`src/rtl/ipv_reducer_mc_pkg.sv`:
```
// Shared limits, count-width helper and parameter legality check for the IPV reducer.
package ipv_red_pkg;

  localparam int unsigned IPV_RED_MAX_K     = 16;
  localparam int unsigned IPV_RED_MAX_CH    = 8;
  localparam int unsigned IPV_RED_MAX_STALL = 4;

  // Bits needed to hold a ones count of 0..k.
  function automatic int unsigned ipv_red_cw(input int unsigned k);
    return 32'($clog2(k + 1));
  endfunction

  function automatic bit ipv_red_params_ok(input int unsigned k,
                                           input int unsigned ch,
                                           input int unsigned stall);
    return (k >= 2) && (k <= IPV_RED_MAX_K) &&
           (ch >= 1) && (ch <= IPV_RED_MAX_CH) &&
           (stall >= 1) && (stall <= IPV_RED_MAX_STALL);
  endfunction

endpackage

```
`src/rtl/ipv_reducer_mc_if.sv`:
```
// Beat-in / vector-out bundle of the IPV reducer; cnt_out exists only with IPV_RED_POPCNT_EN.
interface ipv_reducer_mc_if #(
  parameter int unsigned K  = 4,
  parameter int unsigned CH = 2
) ();

  logic                in_valid;
  logic [CH-1:0]       ipv_in;
  logic                flush;
  logic [CH*K-1:0]     vov;
  logic                out_valid;
`ifdef IPV_RED_POPCNT_EN
  localparam int unsigned CW = ipv_red_pkg::ipv_red_cw(K);
  logic [CH*CW-1:0]    cnt_out;
`endif

  modport master (
    output in_valid, ipv_in, flush,
    input  vov, out_valid
`ifdef IPV_RED_POPCNT_EN
    , input cnt_out
`endif
  );

  modport slave (
    input  in_valid, ipv_in, flush,
    output vov, out_valid
`ifdef IPV_RED_POPCNT_EN
    , output cnt_out
`endif
  );

endinterface

```
`src/rtl/ipv_reducer_mc_lane.sv`:
```
// One lane's thermometer accumulator; with IPV_RED_POPCNT_EN it also reports the ones count.
module ipv_red_lane #(
  parameter int unsigned K  = 4
`ifdef IPV_RED_POPCNT_EN
  , parameter int unsigned CW = 3
`endif
) (
  input  logic         clk,
  input  logic         rst_n,
  input  logic         beat_i,
  input  logic         first_i,
  input  logic         flush_i,
  input  logic         bit_i,
  output logic [K-1:0] acc_nxt_c_o
`ifdef IPV_RED_POPCNT_EN
  , output logic [CW-1:0] cnt_c_o
`endif
);

  logic [K-1:0] acc_q, acc_d, upd;

  // Value the accumulator takes if this cycle's bit is accepted.
  always_comb begin
    upd   = acc_q;
    acc_d = acc_q;
    if (first_i)    upd = {bit_i, {(K-1){1'b0}}};
    else if (bit_i) upd = {1'b1, acc_q[K-1:1]};
    if (flush_i)     acc_d = '0;
    else if (beat_i) acc_d = upd;
  end

  always_ff @(posedge clk) begin
    if (!rst_n) acc_q <= '0;
    else        acc_q <= acc_d;
  end

  assign acc_nxt_c_o = upd;
`ifdef IPV_RED_POPCNT_EN
  assign cnt_c_o = CW'($countones(upd));
`endif

endmodule

```
`src/rtl/ipv_reducer_mc.sv`:
```
// Multi-lane IPV reducer: shared group counter, completion detect, STALL-deep output pipeline.
// Optional per-lane ones count on cnt_out when IPV_RED_POPCNT_EN is defined.
module ipv_reducer_mc
  import ipv_red_pkg::*;
#(
  parameter int unsigned K     = 4,
  parameter int unsigned CH    = 2,
  parameter int unsigned STALL = 2
) (
  input logic           clk,
  input logic           rst_n,
  ipv_reducer_mc_if.slave bus
);

  localparam int unsigned GW = $clog2(K);
  localparam int unsigned VW = CH * K;

  if (!ipv_red_params_ok(K, CH, STALL)) begin : g_bad_params
    $error("ipv_reducer_mc: illegal K/CH/STALL combination");
  end

  logic [GW-1:0] gcnt_q, gcnt_d;
  logic          beat, first, last, done;
  logic [VW-1:0] upd_c, vov_d;
  logic [STALL-1:0] vld_q;
  logic [VW-1:0]    vov_q [STALL];

  assign beat  = bus.in_valid & ~bus.flush;
  assign first = (gcnt_q == '0);
  assign last  = (gcnt_q == GW'(K - 1));
  assign done  = beat & last;
  assign vov_d = done ? upd_c : '0;

  always_comb begin
    gcnt_d = gcnt_q;
    if (bus.flush)   gcnt_d = '0;
    else if (beat)   gcnt_d = last ? '0 : gcnt_q + GW'(1);
  end

`ifdef IPV_RED_POPCNT_EN
  localparam int unsigned CW = ipv_red_cw(K);
  logic [CH*CW-1:0] cnt_c, cnt_d;
  logic [CH*CW-1:0] cnt_q [STALL];
  assign cnt_d = done ? cnt_c : '0;
`endif

  for (genvar c = 0; c < CH; c++) begin : g_lane
    ipv_red_lane #(
      .K (K)
`ifdef IPV_RED_POPCNT_EN
      , .CW(CW)
`endif
    ) u_lane (
      .clk        (clk),
      .rst_n      (rst_n),
      .beat_i     (beat),
      .first_i    (first),
      .flush_i    (bus.flush),
      .bit_i      (bus.ipv_in[c]),
      .acc_nxt_c_o(upd_c[c*K +: K])
`ifdef IPV_RED_POPCNT_EN
      , .cnt_c_o  (cnt_c[c*CW +: CW])
`endif
    );
  end

  always_ff @(posedge clk) begin
    if (!rst_n) gcnt_q <= '0;
    else        gcnt_q <= gcnt_d;
  end

  // Valid and data advance together; idle slots carry zero data.
  always_ff @(posedge clk) begin
    if (!rst_n) begin
      vld_q <= '0;
      for (int s = 0; s < int'(STALL); s++) begin
        vov_q[s] <= '0;
`ifdef IPV_RED_POPCNT_EN
        cnt_q[s] <= '0;
`endif
      end
    end else begin
      vld_q[0] <= done;
      vov_q[0] <= vov_d;
`ifdef IPV_RED_POPCNT_EN
      cnt_q[0] <= cnt_d;
`endif
      for (int s = 1; s < int'(STALL); s++) begin
        vld_q[s] <= vld_q[s-1];
        vov_q[s] <= vov_q[s-1];
`ifdef IPV_RED_POPCNT_EN
        cnt_q[s] <= cnt_q[s-1];
`endif
      end
    end
  end

  assign bus.out_valid = vld_q[STALL-1];
  assign bus.vov       = vov_q[STALL-1];
`ifdef IPV_RED_POPCNT_EN
  assign bus.cnt_out   = cnt_q[STALL-1];
`endif

endmodule
```
`src/flat_wrapper.sv`:
```
// flat-port wrapper written by rule: the top's interface ports become plain ports
module ipv_reducer_mc_flat import ipv_red_pkg::*;
#(
  parameter int unsigned K     = 4,
  parameter int unsigned CH    = 2,
  parameter int unsigned STALL = 2
)
  (clk, rst_n, bus_in_valid, bus_ipv_in, bus_flush, bus_vov, bus_out_valid);
  ipv_reducer_mc_if #(.K(K), .CH(CH)) bus_i ();
  input logic clk;
  input logic rst_n;
  input wire logic [$bits(bus_i.in_valid)-1:0] bus_in_valid;
  input wire logic [$bits(bus_i.ipv_in)-1:0] bus_ipv_in;
  input wire logic [$bits(bus_i.flush)-1:0] bus_flush;
  output wire logic [$bits(bus_i.vov)-1:0] bus_vov;
  output wire logic [$bits(bus_i.out_valid)-1:0] bus_out_valid;
  assign bus_i.in_valid = bus_in_valid;
  assign bus_i.ipv_in = bus_ipv_in;
  assign bus_i.flush = bus_flush;
  assign bus_vov = bus_i.vov;
  assign bus_out_valid = bus_i.out_valid;
  ipv_reducer_mc #(.K(K), .CH(CH), .STALL(STALL)) u_core (.clk(clk), .rst_n(rst_n), .bus(bus_i));
endmodule
```
`config.mk`:
```
export PLATFORM = sky130hd
export DESIGN_NAME = ipv_reducer_mc_flat
export DESIGN_NICKNAME = d
export VERILOG_FILES = /design/src/rtl/ipv_reducer_mc_pkg.sv /design/src/rtl/ipv_reducer_mc_if.sv /design/src/rtl/ipv_reducer_mc_lane.sv /design/src/rtl/ipv_reducer_mc.sv /design/src/flat_wrapper.sv
export SDC_FILE = /design/constraint.sdc
export NUM_CORES = 1
export LEC_CHECK = 0
export CORE_MARGIN = 1
export CORE_UTILIZATION = 25
export CTS_CLUSTER_SIZE = 30
export DETAILED_ROUTE_END_ITERATION = 8
export PLACE_DENSITY = 0.46
export SLEW_MARGIN = 20
export SYNTH_ARGS = -nofsm -noshare
export SYNTH_HDL_FRONTEND = slang
export SYNTH_SLANG_ARGS = --single-unit
```
`constraint.sdc`:
```
create_clock -name clk -period 1.4 [get_ports clk]
set_input_delay 0.28 -clock clk [delete_from_list [all_inputs] [get_ports clk]]
set_output_delay 0.28 -clock clk [all_outputs]
set_load 0.05 [all_outputs]
```
==> flow_metrics.env <==
export IMPL_synth_edff_count=0
export IMPL_grt_max_degree=17
export IMPL_layout_min_cycle_time_ns=1.27
export IMPL_grt_overflow=0
export IMPL_wl_per_cell_um=10.4
export IMPL_io_pins=15
export IMPL_setup_ws_ns=0.129
export IMPL_postLayoutCoreUtil=0.351
export IMPL_yosysMostFrequentCell="dfxtp_1"
export IMPL_place_gp_congestion=0.754
export IMPL_ant_nets=0
export IMPL_insertion_delay_ns=0.27
export IMPL_total_power_mw=1.53
export IMPL_cts_buffers=3
export IMPL_syn_area_sq_um=1100
export IMPL_area_growth_pct=31.7
export IMPL_ys_seq_area_frac=0.510
export IMPL_first_pass_iters=4
export IMPL_post_route_period_util=0.908
export IMPL_ctsHoldBuffers=0
export IMPL_worstHoldPathCells=1
export IMPL_power_density_nw_per_um2=1060
export IMPL_n_antenna_cell=0
export IMPL_dpl_hpwl_mm=1.38
export IMPL_start_kind="flip-flop"
export IMPL_cts_clk_slew_worst_paths_ns=0.10
export IMPL_outcome="completed"
export IMPL_grt_pass1_wl_mm=3.17
export IMPL_placement_io_buffers=14
export IMPL_hp_class="reg -> reg"
export IMPL_critPathRequiredTime_ns=1.62
export IMPL_drtIter0Drc=25
export IMPL_rsz0062_at_grt="no"
export IMPL_cts_resized=0
export IMPL_cts_tree="done"
export IMPL_cts_setup_buffers=0
export IMPL_avgSynthCellArea_sq_um=10.9
export IMPL_die_height_um=68.3
export IMPL_drive_gt1_frac=0.241
export IMPL_place_area_sq_um=1380
export IMPL_clockBufferDepth=2
export IMPL_critical_path_class="reg -> reg"
export IMPL_holdPathEnd="u_core.vov_q[0][15]"
export IMPL_final_area_sq_um=1450
export IMPL_hold_viol_final=0
export IMPL_clockRootBuffer="clkbuf_8"
export IMPL_cp_arrival_ns=1.49
export IMPL_reg2reg_to="u_core.g_lane[0].u_lane.acc_q[0]"
export IMPL_yosysTopAreaCellShare=0.510
export IMPL_ys_top_cells_by_count="dfxtp_1 (28), and2_1 (9), buf_4 (8), mux2i_1 (7), nor3_1 (6)"
export IMPL_critical_path_peak_fanout=5
export IMPL_report_final_slew_viol_count=0
export IMPL_worst_pin_slew_ns=0.337
export IMPL_antenna_found_initial=0
export IMPL_die_x_um=68.3
export IMPL_synth_area_leaders="dfxtp_1 (51%), mux2i_1 (6.4%), buf_4 (5.5%), and2_1 (5.1%), and3b_1 (4.0%)"
export IMPL_power_leakage_nw=0.622
export IMPL_fmax_mhz=787
export IMPL_grtUsageTotal=0.0920
export IMPL_cap_violations=0
export IMPL_nFillCells=428
export IMPL_ir_drop_mv=1.08
export IMPL_synth_ff_type="dfxtp_1"
export IMPL_rr_worst_depth=4
export IMPL_ys_ff_latch=28
export IMPL_synthCells=101
export IMPL_grt_pass1_vias=703
export IMPL_start_util=0.267
export IMPL_die_area_sq_um=4660
export IMPL_hold_slack_ns=0.440
export IMPL_vias=695
export IMPL_wirelength_mm=1.73
export IMPL_crit_path_end_kind="flip-flop"
export IMPL_synthArstFlopShare=0
export IMPL_fin_nets=125
export IMPL_r2r_start="u_core.gcnt_q[0]"
export IMPL_num_rows=23
export IMPL_min_from="u_core.vov_q[0][7]"
export IMPL_fin_skew_ns=0.00713
export IMPL_regToRegSetupSlack_ns=0.13
export IMPL_h_tree_depth=1
export IMPL_cts_sinks=28
export IMPL_finalSetupViolations=0
export IMPL_coreArea_sq_um=4120
export IMPL_yosys_warnings=0
export IMPL_viasPerCell=4.19
export IMPL_synth_nets=109
export IMPL_drc_errors=0
export IMPL_dpl_worst_slack_ns=-0.145
export IMPL_synth_top_area_cell="dfxtp_1"
export IMPL_synthDistinctLibCells=25
export IMPL_slew_headroom=0.773
[cells in the final DEF, fill, tap and decap left out]
cell and n:
buf_12 9, nand4b_4 1, a22o_1 2, mux2i_1 7, clkbuf_8 3, bufinv_16 1, a21bo_2 2, nor2b_1 1
nor2_1 1, a21oi_1 4, and2_1 9, o21ai_0 2, nand2_1 2, and3b_1 5, or2b_1 1, a21oi_2 1
nand2b_1 3, inv_1 5, buf_4 10, a32o_1 4, or3b_1 1, ha_1 2, clkdlybuf4s50_1 5, dfxtp_1 28
and3b_2 1, nor3_1 6
[final cells by class]
class / instances / area (sq um) / area share
inverter: 5 / 18.8 / 0.0130
timing repair buffer: 24 / 305 / 0.211
sequential: 28 / 561 / 0.388
multi-input combinational: 55 / 428 / 0.296
clock buffer: 3 / 41.3 / 0.0285
tap: 50 / 62.6 / 0.0433
clock inverter: 1 / 30.0 / 0.0208
[per-layer routing]
metal  track usage  part of all wire  routed length, um  vias up
met3        0.0367             0.052                 90        2
met5             0                 0                  0        -
met4        0.0234            0.0075                 13        0
met1         0.107              0.44                768      313
li1              -                 -                  -      364
met2         0.156              0.49                853       16
[registers in the layout (all words and copies together) (netlist names)]
signal	flops
u_core.g_lane.u_lane.acc_q	8
u_core.gcnt_q	2
u_core.vld_q	2
u_core.vov_q	16
[worst max-delay path, cell delays in order, from the launching register on]
cell     delay (ns)
dfxtp_1        0.38
inv_1          0.06
ha_1           0.24
o21ai_0        0.32
a32o_1         0.22
[how the worst max path moves through the flow]
stage                           startpoint                          endpoint  slack [ns]  depth (start not counted)
after CTS                 u_core.gcnt_q[0]  u_core.g_lane[0].u_lane.acc_q[0]        0.12                          4
after detailed placement      bus_in_valid                u_core.vov_q[0][2]       -0.14                          4
after floorplan           u_core.gcnt_q[0]  u_core.g_lane[0].u_lane.acc_q[3]        0.27                          5
final                     u_core.gcnt_q[0]  u_core.g_lane[0].u_lane.acc_q[0]        0.13                          4
after global routing      u_core.gcnt_q[0]  u_core.g_lane[0].u_lane.acc_q[0]        0.03                          4
after global placement           bus_flush  u_core.g_lane[1].u_lane.acc_q[0]       -0.06                          4
[power by group]
group | internal (mW) | leakage, nW | total, mW | switching [mW]
registers | 0.799 | 0.226 | 0.803 | 0.00336
logic | 0.0495 | 0.361 | 0.0921 | 0.0426
clock network | 0.383 | 0.0357 | 0.631 | 0.248
[kinds of logic after synthesis]
group / share of synthesized area
buf+inv: 0.100
mux: 0.0638
fa+ha+maj: 0.0228
compound gates: 0.106
flops: 0.510
simple gates: 0.197
[stage by stage]
stage	TNS, ns	std cells
finish	0	166
global route	0	166
CTS	0	166
detailed placement	-1.11	162
global placement	-0.572	162
floorplan	0	101
No activity file was read; power rests on OpenSTA's default activity.
